$ cat config.mk
export PLATFORM = sky130hd
export DESIGN_NAME = uart_fifo_bridge_flat
export DESIGN_NICKNAME = d
export VERILOG_FILES = /design/src/rtl/uart_fifo_bridge_if.sv /design/src/rtl/uart_fifo_bridge.sv /design/src/flat_wrapper.sv
export SDC_FILE = /design/constraint.sdc
export NUM_CORES = 1
export LEC_CHECK = 0
export ABC_AREA = 1
export CAP_MARGIN = 20
export CORE_MARGIN = 1
export CORE_UTILIZATION = 55
export DETAILED_ROUTE_END_ITERATION = 8
export HOLD_SLACK_MARGIN = 0.1
export MAX_ROUTING_LAYER = met4
export PLACE_DENSITY = 0.75
export SYNTH_ARGS = -nofsm -noshare
export SYNTH_HDL_FRONTEND = slang
export SYNTH_SLANG_ARGS = --single-unit
$ cat constraint.sdc
create_clock -name clk -period 2.95 [get_ports clk]
set_clock_uncertainty 0.15 [all_clocks]
set_input_delay 0.885 -clock clk [delete_from_list [all_inputs] [get_ports clk]]
set_output_delay 0.885 -clock clk [all_outputs]
set_load 0.01 [all_outputs]
$ cat src/rtl/uart_fifo_bridge_if.sv
// ============================================================================
// Module  : uart_fifo_bridge_if
// Purpose : Host-side signal bundle of the UART FIFO bridge.
// Rev     : 1.0
// ============================================================================
`default_nettype none

interface uart_fifo_bridge_if #(
  parameter int DATA_W     = 8,
  parameter int FIFO_DEPTH = 16
);
  localparam int CNT_W = $clog2(FIFO_DEPTH) + 1;

  logic              echo_en_i;
  logic              rd_en_i;
  logic              stat_req_i;
  logic              clr_err_i;
  logic [DATA_W-1:0] data_o;
  logic              rx_valid_o;
  logic              full_o;
  logic              empty_o;
  logic [CNT_W-1:0]  count_o;
  logic              overflow_o;
  logic              frame_err_o;
  logic              tx_busy_o;

  modport master (
    output echo_en_i, rd_en_i, stat_req_i, clr_err_i,
    input  data_o, rx_valid_o, full_o, empty_o, count_o,
    input  overflow_o, frame_err_o, tx_busy_o
  );

  modport slave (
    input  echo_en_i, rd_en_i, stat_req_i, clr_err_i,
    output data_o, rx_valid_o, full_o, empty_o, count_o,
    output overflow_o, frame_err_o, tx_busy_o
  );
endinterface

`default_nettype wire

$ cat src/rtl/uart_fifo_bridge.sv
// ============================================================================
// Module  : uart_fifo_bridge
// Purpose : UART RX -> FIFO -> UART TX endpoint with host drain, echo and status.
// Rev     : 1.0
// ============================================================================
`default_nettype none

module uart_fifo_bridge #(
  parameter int CLKS_PER_BIT = 868,
  parameter int DATA_W       = 8,
  parameter int FIFO_DEPTH   = 16
) (
  input  logic                clk,
  input  logic                rst,
  input  logic                rx_serial,
  output logic                tx_serial,
  uart_fifo_bridge_if.slave   host
);

  localparam int CNT_W = $clog2(FIFO_DEPTH) + 1;
  localparam int PTR_W = $clog2(FIFO_DEPTH);
  localparam int CLK_W = $clog2(CLKS_PER_BIT);
  localparam int BIT_W = $clog2(DATA_W);

  localparam logic [CLK_W-1:0] BIT_END  = CLK_W'(CLKS_PER_BIT - 1);
  localparam logic [CLK_W-1:0] HALF_END = CLK_W'(CLKS_PER_BIT / 2 - 1);
  localparam logic [BIT_W-1:0] LAST_BIT = BIT_W'(DATA_W - 1);
  localparam logic [PTR_W-1:0] PTR_LAST = PTR_W'(FIFO_DEPTH - 1);
  localparam logic [CNT_W-1:0] CNT_FULL = CNT_W'(FIFO_DEPTH);

  localparam logic [7:0] CH_EMPTY   = 8'h65;
  localparam logic [7:0] CH_FULL    = 8'h66;
  localparam logic [7:0] CH_NEITHER = 8'h6E;

  typedef enum logic [1:0] {RX_IDLE, RX_START, RX_DATA, RX_STOP} rx_state_e;
  typedef enum logic [1:0] {TX_IDLE, TX_START, TX_DATA, TX_STOP} tx_state_e;

  // ---------------------------------------------------------------- state
  logic              rx_meta_q, rx_sync_q;
  rx_state_e         rx_state_q, rx_state_d;
  logic [CLK_W-1:0]  rx_cnt_q, rx_cnt_d;
  logic [BIT_W-1:0]  rx_bit_q, rx_bit_d;
  logic [DATA_W-1:0] rx_shift_q, rx_shift_d;

  logic [DATA_W-1:0] mem_q [FIFO_DEPTH];
  logic [PTR_W-1:0]  wr_ptr_q, wr_ptr_d;
  logic [PTR_W-1:0]  rd_ptr_q, rd_ptr_d;
  logic [CNT_W-1:0]  count_q, count_d;
  logic              overflow_q, overflow_d;
  logic              frame_err_q, frame_err_d;

  tx_state_e         tx_state_q, tx_state_d;
  logic [CLK_W-1:0]  tx_cnt_q, tx_cnt_d;
  logic [BIT_W-1:0]  tx_bit_q, tx_bit_d;
  logic [DATA_W-1:0] tx_shift_q, tx_shift_d;
  logic              tx_serial_q, tx_serial_d;
  logic              stat_pend_q, stat_pend_d;

  logic              rx_push, rx_frame_bad;
  logic              fifo_empty, fifo_full;
  logic [DATA_W-1:0] fifo_head;
  logic              host_pop, echo_pop, pop, push_ok;

  // ---------------------------------------------------------------- RX
  always_comb begin
    rx_state_d   = rx_state_q;
    rx_cnt_d     = rx_cnt_q;
    rx_bit_d     = rx_bit_q;
    rx_shift_d   = rx_shift_q;
    rx_push      = 1'b0;
    rx_frame_bad = 1'b0;
    case (rx_state_q)
      RX_IDLE: begin
        rx_cnt_d = '0;
        rx_bit_d = '0;
        if (!rx_sync_q) rx_state_d = RX_START;
      end
      RX_START: begin
        // Re-check the line mid start bit so short glitches are discarded.
        if (rx_cnt_q == HALF_END) begin
          rx_cnt_d   = '0;
          rx_state_d = rx_sync_q ? RX_IDLE : RX_DATA;
        end else begin
          rx_cnt_d = rx_cnt_q + 1'b1;
        end
      end
      RX_DATA: begin
        if (rx_cnt_q == BIT_END) begin
          rx_cnt_d   = '0;
          rx_shift_d = {rx_sync_q, rx_shift_q[DATA_W-1:1]};
          if (rx_bit_q == LAST_BIT) rx_state_d = RX_STOP;
          else                      rx_bit_d   = rx_bit_q + 1'b1;
        end else begin
          rx_cnt_d = rx_cnt_q + 1'b1;
        end
      end
      RX_STOP: begin
        if (rx_cnt_q == BIT_END) begin
          rx_state_d   = RX_IDLE;
          rx_push      = rx_sync_q;
          rx_frame_bad = !rx_sync_q;
        end else begin
          rx_cnt_d = rx_cnt_q + 1'b1;
        end
      end
      default: rx_state_d = RX_IDLE;
    endcase
  end

  // ---------------------------------------------------------------- FIFO
  assign fifo_empty = (count_q == '0);
  assign fifo_full  = (count_q == CNT_FULL);
  assign fifo_head  = fifo_empty ? '0 : mem_q[rd_ptr_q];

  assign host_pop = !host.echo_en_i && host.rd_en_i && !fifo_empty;
  assign pop      = host_pop || echo_pop;
  assign push_ok  = rx_push && (!fifo_full || pop);

  always_comb begin
    wr_ptr_d    = wr_ptr_q;
    rd_ptr_d    = rd_ptr_q;
    count_d     = count_q;
    overflow_d  = overflow_q;
    frame_err_d = frame_err_q;
    if (push_ok) wr_ptr_d = (wr_ptr_q == PTR_LAST) ? '0 : wr_ptr_q + 1'b1;
    if (pop)     rd_ptr_d = (rd_ptr_q == PTR_LAST) ? '0 : rd_ptr_q + 1'b1;
    if (push_ok && !pop)      count_d = count_q + 1'b1;
    else if (!push_ok && pop) count_d = count_q - 1'b1;
    // A new error in the same cycle as a clear keeps the flag set.
    if (host.clr_err_i) begin
      overflow_d  = 1'b0;
      frame_err_d = 1'b0;
    end
    if (rx_push && !push_ok) overflow_d  = 1'b1;
    if (rx_frame_bad)        frame_err_d = 1'b1;
  end

  always_ff @(posedge clk) begin
    if (push_ok) mem_q[wr_ptr_q] <= rx_shift_q;
  end

  // ---------------------------------------------------------------- TX
  always_comb begin
    tx_state_d  = tx_state_q;
    tx_cnt_d    = tx_cnt_q;
    tx_bit_d    = tx_bit_q;
    tx_shift_d  = tx_shift_q;
    stat_pend_d = stat_pend_q || host.stat_req_i;
    echo_pop    = 1'b0;
    case (tx_state_q)
      TX_IDLE: begin
        tx_cnt_d = '0;
        tx_bit_d = '0;
        if (stat_pend_q) begin
          stat_pend_d = 1'b0;
          tx_state_d  = TX_START;
          if (fifo_empty)     tx_shift_d = DATA_W'(CH_EMPTY);
          else if (fifo_full) tx_shift_d = DATA_W'(CH_FULL);
          else                tx_shift_d = DATA_W'(CH_NEITHER);
        end else if (host.echo_en_i && !fifo_empty) begin
          echo_pop   = 1'b1;
          tx_shift_d = fifo_head;
          tx_state_d = TX_START;
        end
      end
      TX_START: begin
        if (tx_cnt_q == BIT_END) begin
          tx_cnt_d   = '0;
          tx_state_d = TX_DATA;
        end else begin
          tx_cnt_d = tx_cnt_q + 1'b1;
        end
      end
      TX_DATA: begin
        if (tx_cnt_q == BIT_END) begin
          tx_cnt_d = '0;
          if (tx_bit_q == LAST_BIT) begin
            tx_state_d = TX_STOP;
          end else begin
            tx_bit_d   = tx_bit_q + 1'b1;
            tx_shift_d = tx_shift_q >> 1;
          end
        end else begin
          tx_cnt_d = tx_cnt_q + 1'b1;
        end
      end
      TX_STOP: begin
        if (tx_cnt_q == BIT_END) tx_state_d = TX_IDLE;
        else                     tx_cnt_d   = tx_cnt_q + 1'b1;
      end
      default: tx_state_d = TX_IDLE;
    endcase
    // Line level follows the state being entered, so the output stays registered.
    case (tx_state_d)
      TX_START: tx_serial_d = 1'b0;
      TX_DATA:  tx_serial_d = tx_shift_d[0];
      default:  tx_serial_d = 1'b1;
    endcase
  end

  // ---------------------------------------------------------------- registers
  always_ff @(posedge clk or negedge rst) begin
    if (!rst) begin
      rx_meta_q   <= 1'b1;
      rx_sync_q   <= 1'b1;
      rx_state_q  <= RX_IDLE;
      rx_cnt_q    <= '0;
      rx_bit_q    <= '0;
      rx_shift_q  <= '0;
      wr_ptr_q    <= '0;
      rd_ptr_q    <= '0;
      count_q     <= '0;
      overflow_q  <= 1'b0;
      frame_err_q <= 1'b0;
      tx_state_q  <= TX_IDLE;
      tx_cnt_q    <= '0;
      tx_bit_q    <= '0;
      tx_shift_q  <= '0;
      tx_serial_q <= 1'b1;
      stat_pend_q <= 1'b0;
    end else begin
      rx_meta_q   <= rx_serial;
      rx_sync_q   <= rx_meta_q;
      rx_state_q  <= rx_state_d;
      rx_cnt_q    <= rx_cnt_d;
      rx_bit_q    <= rx_bit_d;
      rx_shift_q  <= rx_shift_d;
      wr_ptr_q    <= wr_ptr_d;
      rd_ptr_q    <= rd_ptr_d;
      count_q     <= count_d;
      overflow_q  <= overflow_d;
      frame_err_q <= frame_err_d;
      tx_state_q  <= tx_state_d;
      tx_cnt_q    <= tx_cnt_d;
      tx_bit_q    <= tx_bit_d;
      tx_shift_q  <= tx_shift_d;
      tx_serial_q <= tx_serial_d;
      stat_pend_q <= stat_pend_d;
    end
  end

  // ---------------------------------------------------------------- outputs
  assign tx_serial        = tx_serial_q;
  assign host.data_o      = fifo_head;
  assign host.rx_valid_o  = rx_push;
  assign host.full_o      = fifo_full;
  assign host.empty_o     = fifo_empty;
  assign host.count_o     = count_q;
  assign host.overflow_o  = overflow_q;
  assign host.frame_err_o = frame_err_q;
  assign host.tx_busy_o   = (tx_state_q != TX_IDLE);

endmodule

`default_nettype wire

$ cat src/flat_wrapper.sv
// flat-port wrapper written by rule: the top's interface ports become plain ports
module uart_fifo_bridge_flat 
#(
  parameter int CLKS_PER_BIT = 868,
  parameter int DATA_W       = 8,
  parameter int FIFO_DEPTH   = 16
)
  (clk, rst, rx_serial, tx_serial, host_echo_en_i, host_rd_en_i, host_stat_req_i, host_clr_err_i, host_data_o, host_rx_valid_o, host_full_o, host_empty_o, host_count_o, host_overflow_o, host_frame_err_o, host_tx_busy_o);
  uart_fifo_bridge_if #(.DATA_W(DATA_W), .FIFO_DEPTH(FIFO_DEPTH)) host_i ();
  input  logic clk;
  input  logic rst;
  input  logic rx_serial;
  output logic tx_serial;
  input wire logic [$bits(host_i.echo_en_i)-1:0] host_echo_en_i;
  input wire logic [$bits(host_i.rd_en_i)-1:0] host_rd_en_i;
  input wire logic [$bits(host_i.stat_req_i)-1:0] host_stat_req_i;
  input wire logic [$bits(host_i.clr_err_i)-1:0] host_clr_err_i;
  output wire logic [$bits(host_i.data_o)-1:0] host_data_o;
  output wire logic [$bits(host_i.rx_valid_o)-1:0] host_rx_valid_o;
  output wire logic [$bits(host_i.full_o)-1:0] host_full_o;
  output wire logic [$bits(host_i.empty_o)-1:0] host_empty_o;
  output wire logic [$bits(host_i.count_o)-1:0] host_count_o;
  output wire logic [$bits(host_i.overflow_o)-1:0] host_overflow_o;
  output wire logic [$bits(host_i.frame_err_o)-1:0] host_frame_err_o;
  output wire logic [$bits(host_i.tx_busy_o)-1:0] host_tx_busy_o;
  assign host_i.echo_en_i = host_echo_en_i;
  assign host_i.rd_en_i = host_rd_en_i;
  assign host_i.stat_req_i = host_stat_req_i;
  assign host_i.clr_err_i = host_clr_err_i;
  assign host_data_o = host_i.data_o;
  assign host_rx_valid_o = host_i.rx_valid_o;
  assign host_full_o = host_i.full_o;
  assign host_empty_o = host_i.empty_o;
  assign host_count_o = host_i.count_o;
  assign host_overflow_o = host_i.overflow_o;
  assign host_frame_err_o = host_i.frame_err_o;
  assign host_tx_busy_o = host_i.tx_busy_o;
  uart_fifo_bridge #(.CLKS_PER_BIT(CLKS_PER_BIT), .DATA_W(DATA_W), .FIFO_DEPTH(FIFO_DEPTH)) u_core (.clk(clk), .rst(rst), .rx_serial(rx_serial), .tx_serial(tx_serial), .host(host_i));
endmodule
# After elaboration in Yosys (flattened, before gate mapping)
# Memory sizes are Yosys's and may differ from the RTL's.
# Cells that the tools add are included.
[word_totals]
reg_bits = 65
ram_bits = 128
inputBits = 7
memories = 1
[op_classes]
n_addsub = 8
eq_ne = 27
muxes = 54
n_reduce_logical = 31
[mem_list]
columns = ["name", "words", "word_bits", "read_ports", "rd_clocked_by_memory_dff", "write_ports", "line_no", "source"]
rows = [
  ["u_core.mem_q", 16, 8, 1, 0, 1, "uart_fifo_bridge.sv:45", "logic [DATA_W-1:0] mem_q [FIFO_DEPTH];"],
]
[ops]
columns = ["operator", "count"]
rows = [
  ["$mux W10", 5],
  ["$mux W8", 6],
  ["$pmux W10 S4", 1],
  ["$pmux W10 S3", 1],
  ["$mux W2", 12],
  ["$add A10 B1 Y10 const B", 2],
  ["$eq A10 B10 Y1 const B", 2],
  ["$pmux W2 S4", 2],
  ["$pmux W8 S2", 1],
  ["$mux W1", 14],
  ["$mux W3", 4],
  ["$mux W4", 3],
  ["$pmux W3 S2", 2],
  ["$reduce_bool A2 Y1", 6],
  ["$eq A10 B9 Y1 const B", 1],
  ["$eq A2 B2 Y1 const B", 5],
  ["$mux W5", 2],
  ["$ne A2 B1 Y1 const B", 5],
  ["$ne A2 B2 Y1 const B", 5],
  ["$add A4 B1 Y4 const B", 2],
  ["$eq A4 B4 Y1 const B", 2],
  ["$logic_and A1 B1 Y1", 7],
  ["$add A3 B1 Y3 const B", 2],
  ["$eq A2 B1 Y1 const B", 3],
  ["other kinds (15)", 25],
]

# Depth between registers and ports, before layout
# Gate-level depths: netlist (run 1).
[logic_depth]
depth_word = 13
mapped_depth = 20
mapped_depth_nobuf = 20

# Least setup slack after synthesis (run 1)
# Ideal clock, no wire load.
[synth_timing]
path_kind = "input to register"
startpoint = "input host_echo_en_i"
endpoint = "register u_core.count_q[4], in the netlist u_core.host.count_o[4]"
arrival_time_ns = 2.721
required_time_ns = 2.674
setup_slack_ns = -0.047
cell_stages = 16
n_path_buf = 0
path_cell_list = "nand3b_1 > nand2_4 > inv_2 > nand2_2 > nand2_1 > inv_2 > ha_1 > inv_1 > fa_1 > a21oi_1 > nor2_1 > nor2_1 > nand2_1 > nand2_1 > nor2_1 > xor2_1"
[synth_between]
elab_chain_cells = 10
elab_cells_between_ends = 16
cone_classes = "mux (4); reduce/logical (12)"
[synth_rtl]
columns = ["element", "line_no", "source"]
rows = [
  ["start, declared", "flat_wrapper.sv:14", "input wire logic [$bits(host_i.echo_en_i)-1:0] host_echo_en_i;"],
  ["$logic_and A1 B1 Y1", "uart_fifo_bridge.sv:160", "end else if (host.echo_en_i && !fifo_empty) begin"],
  ["$mux W1", "uart_fifo_bridge.sv:160", ""],
  ["$mux W1", "uart_fifo_bridge.sv:154", "if (stat_pend_q) begin"],
  ["$mux W1", "uart_fifo_bridge.sv:150", "case (tx_state_q)"],
  ["$logic_or A1 B1 Y1 *", "uart_fifo_bridge.sv:116", "assign pop = host_pop || echo_pop;"],
  ["$logic_or A1 B1 Y1 *", "uart_fifo_bridge.sv:117", "assign push_ok = rx_push && (!fifo_full || pop);"],
  ["$logic_and A1 B1 Y1 *", "uart_fifo_bridge.sv:117", ""],
  ["named net u_core.push_ok", "uart_fifo_bridge.sv:62", "logic host_pop, echo_pop, pop, push_ok;"],
  ["$logic_not A1 Y1", "uart_fifo_bridge.sv:128", "else if (!push_ok && pop) count_d = count_q - 1'b1;"],
  ["$logic_and A1 B1 Y1", "uart_fifo_bridge.sv:128", ""],
  ["$reduce_bool A2 Y1 (no source line)", "n/a", ""],
  ["end signal, assigned", "uart_fifo_bridge.sv:230", "count_q <= count_d;"],
  ["end, declared", "uart_fifo_bridge.sv:48", "logic [CNT_W-1:0] count_q, count_d;"],
]
# Mark *: on every way through the listed nets, which the timed path passes. The rest lies on a longest branch.
# A chain may end at the register's enable or synchronous reset.

# Worst setup path in the final report (run 1)
[layout_timing]
startpoint = "register u_core.rd_ptr_q[0]"
endpoint = "output host_data_o[3]"
[layout_between]
elab_chain_cells = 2
[layout_rtl]
columns = ["element", "line_no", "source"]
rows = [
  ["start, declared", "uart_fifo_bridge.sv:47", "logic [PTR_W-1:0] rd_ptr_q, rd_ptr_d;"],
  ["start signal, assigned", "uart_fifo_bridge.sv:229", "rd_ptr_q <= rd_ptr_d;"],
  ["$mem_v2 Z16 W8", "n/a", ""],
  ["$mux W8", "uart_fifo_bridge.sv:113", "assign fifo_head = fifo_empty ? '0 : mem_q[rd_ptr_q];"],
  ["end, declared", "flat_wrapper.sv:18", "output wire logic [$bits(host_i.data_o)-1:0] host_data_o;"],
]
# Every way passes these cells.

==> results of run 1 <==
## repair_timing
action	in CTS	in global routing
endpoints found under the setup margin	13	13
pin swaps	23	39
setup buffers	27	16
hold endpoints to repair	0	0
gates resized for setup	97	83
gates cloned	5	1
## registers in the layout, summed over array words and instances, names as in the netlist, 2 cells and up, named ones only
| signal | flops |
|---|---|
| u_core.host.count_o | 5 |
| u_core.mem_q | 128 |
| u_core.rd_ptr_q | 4 |
| u_core.rx_bit_q | 3 |
| u_core.rx_cnt_q | 10 |
| u_core.rx_shift_q | 8 |
| u_core.tx_bit_q | 3 |
| u_core.tx_cnt_q | 10 |
| u_core.tx_shift_q | 8 |
| u_core.tx_state_q | 2 |
| u_core.wr_ptr_q | 4 |
## worst max-delay path, cell delays in order (launching register included)
cell,delay (ps)
dfrtp_2,440
buf_6,150
buf_16,130
o21ai_0,90
o211ai_1,310
nand3_2,170
buf_6,150
a21oi_4,130
buf_6,120
## kinds of logic after synthesis
| group | Yosys count |
|---|---|
| AO/OA/AOI/OAI | 139 |
| XOR/XNOR | 9 |
| adder cells (fa/ha/maj) | 21 |
| buffers and inverters | 108 |
| flip-flops | 193 |
| multiplexers | 1 |
| AND/OR/NAND/NOR | 417 |
## synthesized netlist by cell type (2+ instances only)
cell and instances:
a21oi_1 25, a22o_1 2, buf_2 12, buf_4 3
clkbuf_1 8, clkinv_1 3, dfrtp_1 62, dfstp_2 3
edfxtp_1 128, ha_1 20, inv_1 75, inv_2 5
nand2_1 146, nand2_2 9, nand2_4 2, nand3_1 54
nand3_2 6, nand4_1 6, nor2_1 166, nor2_2 3
nor2_4 5, nor3_1 8, nor4_1 3, o211ai_1 10
o21ai_0 75, o21ai_1 12, o22ai_1 9, xnor2_1 3
xor2_1 6
## cell type report
type                    count  area, µm²
flip-flops and latches    193       5475
fillers                  1070       4641
multi-input cells         587       3277
repair buffers            139       1333
clock buffers              20      446.7
inverters                  83      321.6
well taps                 216      270.3
clock inverters            12      121.4
## final timing paths
| path | slack [ps] | endpoint | depth (start not counted) | startpoint |
|---|---|---|---|---|
| worst max-delay path | -200 | host_data_o[3] | 8 | u_core.rd_ptr_q[0] |
| worst min-delay path | 210 | u_core.rx_sync_q | 0 | u_core.rx_meta_q |
| worst max register to register | -130 | u_core.tx_shift_q[3] | 19 | u_core.rd_ptr_q[0] |
| worst min register to register | 210 | u_core.rx_sync_q | 0 | u_core.rx_meta_q |
| max in group asynchronous | 1990 | u_core.rx_meta_q | 2 | rst |
| min in group asynchronous | 310 | u_core.tx_shift_q[5] | 2 | rst |
## power breakdown
group | internal (mW) | leakage [nW] | switching, mW | total, mW
sequential | 2.92 | 2.31 | 0.0835 | 3.01
clock | 1.21 | 0.265 | 1.05 | 2.26
combinational | 1.76 | 2.36 | 1.97 | 3.73
total | 5.89 | 4.94 | 3.11 | 9.00
## routing by layer
layer	global-route usage, %	vias up
met5	-	-
met3	4.459	62
met2	45.48	339
met1	34.59	3379
met4	13.41	0
li1	-	3270
## stage by stage
stage	instance area, µm²	hold WS [ps]	TNS, ps	util, %
3_5_place_dp	9894	199.0	-1742	62.29
5_1_grt	11240	213.5	-2144	70.79
3_3_place_gp	9894	196.1	-1439	62.29
4_1_cts	10880	210.3	-597.5	68.49
6_report	11240	209.1	-1211	70.79
2_1_floorplan	8935	195.2	0	-
==> metrics.txt, run 1 <==
overall power=8.998 mW; Final setup viols=9; WS Path Type=reg2out; RSZ-0062 raised after global routing=true; Crit path arrival time=2110 ps; largest net degree at the start of global routing=66; Die H=between 100 and 150 µm; H-tree depth=4; Total GRT Usage=between 20% and 30%; Critical Path End Type=primary output; CTS root buf=clkbuf_16; pwr/cell area=800.2 nW/µm²; main combinational cell family by area after synthesis=simple AND/OR/NAND/NOR gates; CTS Buf Count=17; CTS Sinks=193; Slew Viols, Final=0; area share of fa/ha/maj cells after synthesis=3.026%; post-synthesis sequential area ratio=61.30%; CTS tree=built; Cells after DPL=1,171; Worst EP required=1920 ps; Post-synth ARST share=33.68%; final WL=22,580 µm; synthesized area per cell=10.06 µm²; Final Hold Fails=0; metal2 WL=11,120 µm; cell type with the highest aggregate area in the netlist=edfxtp_1; Tcrit/Tclk final=106.7%; cells after synthesis=888; Initial DRC Count=729; DR WL/cell=18.06 µm; M1 WL=9138 µm; n_diodes=0; synth unique cells=48; multiplexer share of the synthesized area=0.1121%; core area=around 16,000 µm²; routed wl met3=1638 µm; most frequent cells in the layout=nor2_1, nand2_1, edfxtp_1; initial antenna violation count=0; post-route ant nets=0; most used flip-flop cell after synthesis=edfxtp_1; die area=16,750 µm²; share of layout cells above drive strength 1=25.92%; Starting Density=a little under three fifths; PnR worst setup slack=-198.1 ps; Ys Warns=0; hold-fix buffers at CTS=0; fraction of synthesized cell area in xor and xnor cells=0.8827%; nets=about 1,000; Vias per Instance=5.640; I/O Pins=27; MaxCap Viol Count=0; pre-CTS WS=-486.8 ps; gp weighted congestion=~0.85; Area growth, synth to finish=25.92%; Site Rows=46; Port Buffers=26; Worst Tran Pin Value=836.2 ps; Post-Synth Simple-Gate Area=between 20% and 30%; Worst slew margin=44.25%; Clock Latency Late Sink=430 ps; leakage=4.940 nW; syn_nets=916; min-delay worst type=reg2reg; crit path max fanout=7; fin cells=between 1,000 and 1,500; top post-synthesis cells by area=edfxtp_1, dfrtp_1, nor2_1; Seq cells post-synth=193; 1st-pass router iterations=5; failing checks=negative setup slack; Chip Width=129.4 µm; CP Launch Type=flip-flop; Mapped Area=8930 µm²; CTS max path bufs=2; top sig layer=met4; number of synthesized flops with an enable pin=128; grt ovf=0; half-perimeter wire length after placement=12,670 µm; status=complete, but fails checks; most common cell after layout, fill and taps aside=nor2_1; global-route wire length before repair=34,050 µm; fmax=roughly 320 MHz; fin crit period=3148 ps; Clk pin slew, worst setup/hold paths=roughly 70 ps; post-synth top area share=43.04%; DRC=0; Synth Area in Compound Gates=around 8.6%; VDD IR max=0.5592 mV; vias in the first global route=6,743; Vias=7,050
Power figures use the tool's default switching activity.
==> inputs of run 2 (changes only) <==
ABC_AREA = 0   (was 1)
==> run 2 against run 1 <==
Effect of this change:
- the run still ends with negative setup slack left
- global-route usage shrank 2.2 points
- power is 44% lower
- die area is 3.4% lower
- hold slack worse by 2.9 ps
- fmax fell by 4.4%
- critical path depth fell by 1
- critical endpoint is now host_data_o[6]
==> metrics.txt, run 2 <==
Slew Viols, Final=0; Post-Synth Simple-Gate Area=9.332%; synth unique cells=75; most common cell after layout, fill and taps aside=edfxtp_1; post-synthesis sequential area ratio=63.50%; largest registers=u_core.mem_q: 128 flops, u_core.rx_cnt_q: 10 flops, u_core.tx_cnt_q: 10 flops; Worst Tran Pin Value=673.3 ps; Total GRT Usage=approximately a quarter; Initial DRC Count=428; CTS Buf Count=17; pre-CTS WS=-645.1 ps; area share of fa/ha/maj cells after synthesis=between 3 and 4%; main combinational cell family by area after synthesis=multiplexers; initial antenna violation count=0; H-tree depth=4; Vias per Instance=roughly 6; Tcrit/Tclk final=111.7%; post-synth top area share=44.59%; I/O Pins=27; Post-synth ARST share=between 30% and 40%; top post-synthesis cells by area=edfxtp_1, dfrtp_1, mux4_2; status=complete, but fails checks; MaxCap Viol Count=0; Ys Warns=0; cells after synthesis=564; top cells by count, synth=edfxtp_1, dfrtp_1, nor2_1; Starting Density=56.50%; synthesized area per cell=15.29 µm²; Layout fillers=944; Placed Area=around 9700 µm²; nets=715; CTS max path bufs=2; final WL=19,180 µm; CTS Sinks=~190; fraction of synthesized cell area in xor and xnor cells=2.032%; area of the multi-input gates=approximately 3100 µm²; n_diodes=0; Site Rows=45; Critical Path End Type=primary output; Final Hold Fails=0; most used flip-flop cell after synthesis=edfxtp_1; failing checks=negative setup slack; Final Instance Area=10,680 µm²; Chip Width=127.2 µm; half-perimeter wire length after placement=around 12,000 µm; total negative slack=-2171 ps; largest net degree at the start of global routing=44; syn_nets=about 590; multiplexer share of the synthesized area=11.81%; DR WL/cell=21.05 µm; VDD IR max=0.5725 mV; CP Launch Type=flip-flop; core area=15,260 µm²; Final setup viols=9; Top reg by flops=u_core.mem_q; 1st-pass router iterations=6; Clk pin slew, worst setup/hold paths=approximately 70 ps; Worst slew margin=about 55%; die area=16,180 µm²; number of synthesized flops with an enable pin=128; vias in the first global route=5,370; min-delay worst type=reg2reg; fmax=303.6 MHz; fin crit period=around 3300 ps; RSZ-0062 raised after global routing=true; Vias=5,364; pwr/cell area=around 470 nW/µm²; DRC=0; worst hold slack=206.2 ps; Worst EP required=1920 ps; gp weighted congestion=0.8766; cell type with the highest aggregate area in the netlist=edfxtp_1; Seq cells post-synth=193; Synth Area in Compound Gates=7.649%; Crit path arrival time=~2300 ps; Largest register FFs=approximately 130; most common cell in the synthesized netlist=edfxtp_1; Mapped Area=approximately 8600 µm²; crit path max fanout=5; post-route ant nets=0; CTS root buf=clkbuf_16; Port Buffers=26; leakage=about 4.4 nW; most frequent cells in the layout=edfxtp_1, buf_4, dfrtp_1; global-route wire length before repair=29,680 µm; Clock Latency Late Sink=440 ps; register area=about 5500 µm²; WS Path Type=reg2out; PnR worst setup slack=-343.8 ps; share of layout cells above drive strength 1=34.43%; Area growth, synth to finish=23.89%; CTS tree=built; grt ovf=0; Die H=~130 µm; hold-fix buffers at CTS=0
[run 2: changes by cell type in the layout (fill, tap and decap cells not counted), sizes merged, moves of 13 or more]
| cell | before | now |
|---|---|---|
| mux2 | 0 | 14 |
| nor2 | 175 | 35 |
| nand3 | 61 | 14 |
| nand2 | 157 | 29 |
| a211oi | 0 | 13 |
| and2 | 1 | 20 |
| mux4 | 0 | 32 |
| o21ai | 87 | 14 |
| a21oi | 25 | 11 |
| inv | 86 | 21 |
[run 2: area by class of cell]
class	count	share of cell area [%]
clock buffer	24	4.639
clock inverter	8	0.4803
inverter	18	0.6560
multi-input combinational	331	29.33
sequential	193	51.30
tap	211	2.472
timing repair buffer	126	11.12
[run 2: kinds of logic after synthesis]
family,Yosys count
adder cells (fa/ha/maj),21
buffers and inverters,40
flip-flops,193
multiplexers,57
XOR/XNOR,20
AO/OA/AOI/OAI,86
AND/OR/NAND/NOR,147
[run 2: final timing paths]
| kind | from | to | slack, ps | cells after the start |
|---|---|---|---|---|
| worst max-delay path | u_core.rd_ptr_q[0] | host_data_o[6] | -340 | 7 |
| worst min-delay path | u_core.rx_meta_q | u_core.rx_sync_q | 210 | 0 |
| worst max register to register | u_core.tx_state_q[1] | u_core.host.count_o[4] | 20 | 14 |
| worst min register to register | u_core.rx_meta_q | u_core.rx_sync_q | 210 | 0 |
| max in group asynchronous | rst | u_core.rx_sync_q | 1630 | 2 |
| min in group asynchronous | rst | u_core.tx_cnt_q[1] | 310 | 1 |
[run 2: what timing repair did]
item                       4_1_cts  5_1_grt
gates cloned                     3        0
pin swaps                       16       16
gates resized for setup         85       24
setup endpoints to repair       14       12
buffers inserted                16        9
[run 2: stage by stage]
stage	util [%]	instances	total power, mW
after floorplan	-	564	2.921
after global placement	63.72	854	2.955
after detailed placement	63.72	854	2.955
after CTS	69.23	904	5.068
after global routing	70.00	911	5.178
final	70.00	911	5.058
[run 2: worst max-delay path, cell delays in order, from the launching register on]
cell and delay (ps):
dfrtp_2 460, buf_12 150, mux4_2 520, nor2b_4 150, a211oi_4 200, buf_4 160
a211oi_2 30, buf_2 150
[run 2: metal layers]
| metal | part of all wire (%) | GRT usage, % | vias to the layer above | wire length (µm) |
|---|---|---|---|---|
| li1 | - | - | 2413 | - |
| met2 | 51 | 42.11 | 183 | 9797 |
| met5 | 0 | - | - | 0 |
| met1 | 41 | 32.84 | 2730 | 7909 |
| met3 | 5.3 | 4.648 | 38 | 1020 |
| met4 | 2.3 | 9.594 | 0 | 448 |
[run 2: report_power, final]
group	internal (mW)	total, mW	switching, mW
Combinational	0.0116	0.0348	0.0231
Sequential	2.86	2.86	0.00185
Clock	1.18	2.16	0.979
Total	4.05	5.06	1.00
==> inputs of run 3 (changes only) <==
CORE_MARGIN = unset   (was 1)
DONT_BUFFER_PORTS = 1   (was unset)
PLACE_DENSITY = 0.73   (was 0.75)
==> run 3 against run 2 <==
Effect of this change:
- the flow still finishes with violations (negative setup slack)
- sequential share of layout area grew 2.8 points
- first-iteration DRC count grew 6.1%
- die area is the same
- fmax is essentially flat
- hold slack lost 68 ps
- via count shrank 4.6%
- wire length shrank 1.9%
- clock-buffer cell count shrank 7
- clock power grew 11%
- critical path type unchanged
- critical endpoint is now host_data_o[4]
- largest cell class unchanged
- largest power group unchanged
==> metrics.txt, run 3 (synthesis gave the netlist of run 2 again) <==
largest registers=u_core.mem_q: 128 flops, u_core.rx_cnt_q: 10 flops, u_core.tx_cnt_q: 10 flops; half-perimeter wire length after placement=11,320 µm; Site Rows=45; M3 GR Usage=5.109%; Final Hold Fails=0; n_diodes=0; leakage=approximately 4.1 nW; global-route wire length before repair=28,730 µm; Die H=approximately 130 µm; Area growth, synth to finish=17.56%; Largest register FFs=between 100 and 150; DRC=0; GRT met2 Usage=about two fifths; CP Launch Type=flip-flop; Starting Density=56.50%; Slew Viols, Final=0; register area=5479 µm²; Clk pin slew, worst setup/hold paths=around 70 ps; nets=approximately 650; fmax=303.6 MHz; H-tree depth=4; crit path max fanout=5; crit-path max cell delay=530 ps; PnR worst setup slack=-343.4 ps; CTS tree=built; share of layout cells above drive strength 1=slightly below 30%; CP Cell Sequence=buf_6 -> buf_12 -> mux4_2 -> mux2_4 -> nor2_2 -> a211oi_1 -> buf_4; Tcrit/Tclk final=111.6%; failing checks=negative setup slack; CTS root buf=clkbuf_16; post-route ant nets=0; initial antenna violation count=0; Vias=5,118; Worst slew margin=48.07%; Layout fillers=969; RSZ-0062 raised after global routing=true; Vias per Instance=6.028; gp weighted congestion=0.8430; MaxCap Viol Count=0; die area=16,180 µm²; Placed Area=roughly 9000 µm²; R2R Setup Slk=40 ps; DR WL/cell=22.16 µm; CTS Buf Count=17; most common cell after layout, fill and taps aside=edfxtp_1; CTS max path bufs=2; Total GRT Usage=roughly a quarter; I/O Pins=27; grt ovf=0; VDD IR max=0.4281 mV; min-delay worst type=in2async; Reg-to-Reg Start=u_core.host.count_o[0]; vias in the first global route=between 5,000 and 6,000; pwr/cell area=between 500 and 600 nW/µm²; Worst EP required=1920 ps; final WL=roughly 19,000 µm; Final Instance Area=10,130 µm²; Initial DRC Count=454; Worst Tran Pin Value=779.0 ps; largest net degree at the start of global routing=between 60 and 70; 1st-pass router iterations=5; fin crit period=about 3300 ps; GR Util met1=31.79%; Chip Width=between 100 and 150 µm; Post-Route Utilization=66.42%; Critical Path End Type=primary output; CP max-delay cell=mux4_2; Port Buffers=0; status=complete, but fails checks; area of the multi-input gates=3053 µm²; Final setup viols=8; Top reg by flops=u_core.mem_q; CTS Sinks=193; Reg2Reg Capture Point=u_core.host.count_o[4]; WS Path Type=reg2out; Clock Latency Late Sink=440 ps; core area=15,260 µm²; r2r worst-path depth=12; most frequent cells in the layout=edfxtp_1, dfrtp_1, buf_4; busiest metal layer after global routing=met2; Crit path arrival time=2260 ps
run 3: changes by cell type in the layout (fill, tap and decap cells not counted), moves of 3 or more:
cell / delta
buf_2: -11
clkbuf_2: -3
mux2i_4: -3
buf_12: -8
inv_4: -3
clkdlybuf4s50_1: -11
bufinv_16: +4
buf_4: -27
run 3: per-stage QoR:
stage / total power [mW] / setup TNS (ps) / hold WS (ps) / worst slack, ps / std cells
finish: 5.282 / -1803 / 137.8 / -343.4 / 849
global route: 5.411 / -2355 / 118.6 / -389.1 / 849
CTS: 5.297 / -1770 / 124.3 / -289.7 / 838
detailed placement: 2.922 / 0 / 196.8 / 16.29 / 790
global placement: 2.922 / 0 / 196.7 / 64.92 / 790
floorplan: 2.921 / 0 / 195.2 / 16.36 / 564
run 3: what timing repair did:
item                                    in CTS  in global routing
hold buffers                                 1                  0
gates resized for setup                     27                 21
endpoints found under the setup margin       9                 10
setup buffers                               11                 12
gates cloned                                 4                  1
pin swaps                                    4                 12
endpoints found under the hold margin       62                  0
run 3: per-layer routing:
| metal | vias up | share of wire, % |
|---|---|---|
| li1 | 2292 | - |
| met1 | 2596 | 40 |
| met2 | 206 | 52 |
| met3 | 24 | 6.7 |
| met4 | 0 | 1.5 |
| met5 | - | 0 |
run 3: power by group:
part | switching, mW | internal (mW)
registers | 0.00202 | 2.86
logic | 0.0171 | 0.00475
clock network | 0.985 | 1.41
total | 1.00 | 4.28
run 3: worst max path at each step:
stage,from,endpoint,slack (ps),cells after the start
finish,u_core.rd_ptr_q[0],host_data_o[4],-340,7
global route,u_core.rd_ptr_q[0],host_data_o[4],-390,7
CTS,u_core.rd_ptr_q[0],host_data_o[5],-290,7
detailed placement,host_echo_en_i,u_core.host.count_o[4],20,12
global placement,host_echo_en_i,u_core.host.count_o[4],60,12
floorplan,host_echo_en_i,u_core.host.count_o[4],20,11
run 3: critical path: cells and delay by family (launching register included):
| kind | cells | cell delay [ps] |
|---|---|---|
| simple gates | 1 | 110 |
| flops | 1 | 410 |
| mux | 2 | 840 |
| compound gates | 1 | 60 |
| buf+inv | 3 | 400 |
run 3: final cells by class:
class                           instances  area share, %
Clock inverter                         15          1.864
Inverter                               18         0.6914
Timing Repair Buffer                   64          6.457
Tap cell                              211          2.605
Sequential cell                       193          54.06
Clock buffer                           17          4.198
Multi-Input combinational cell        331          30.12
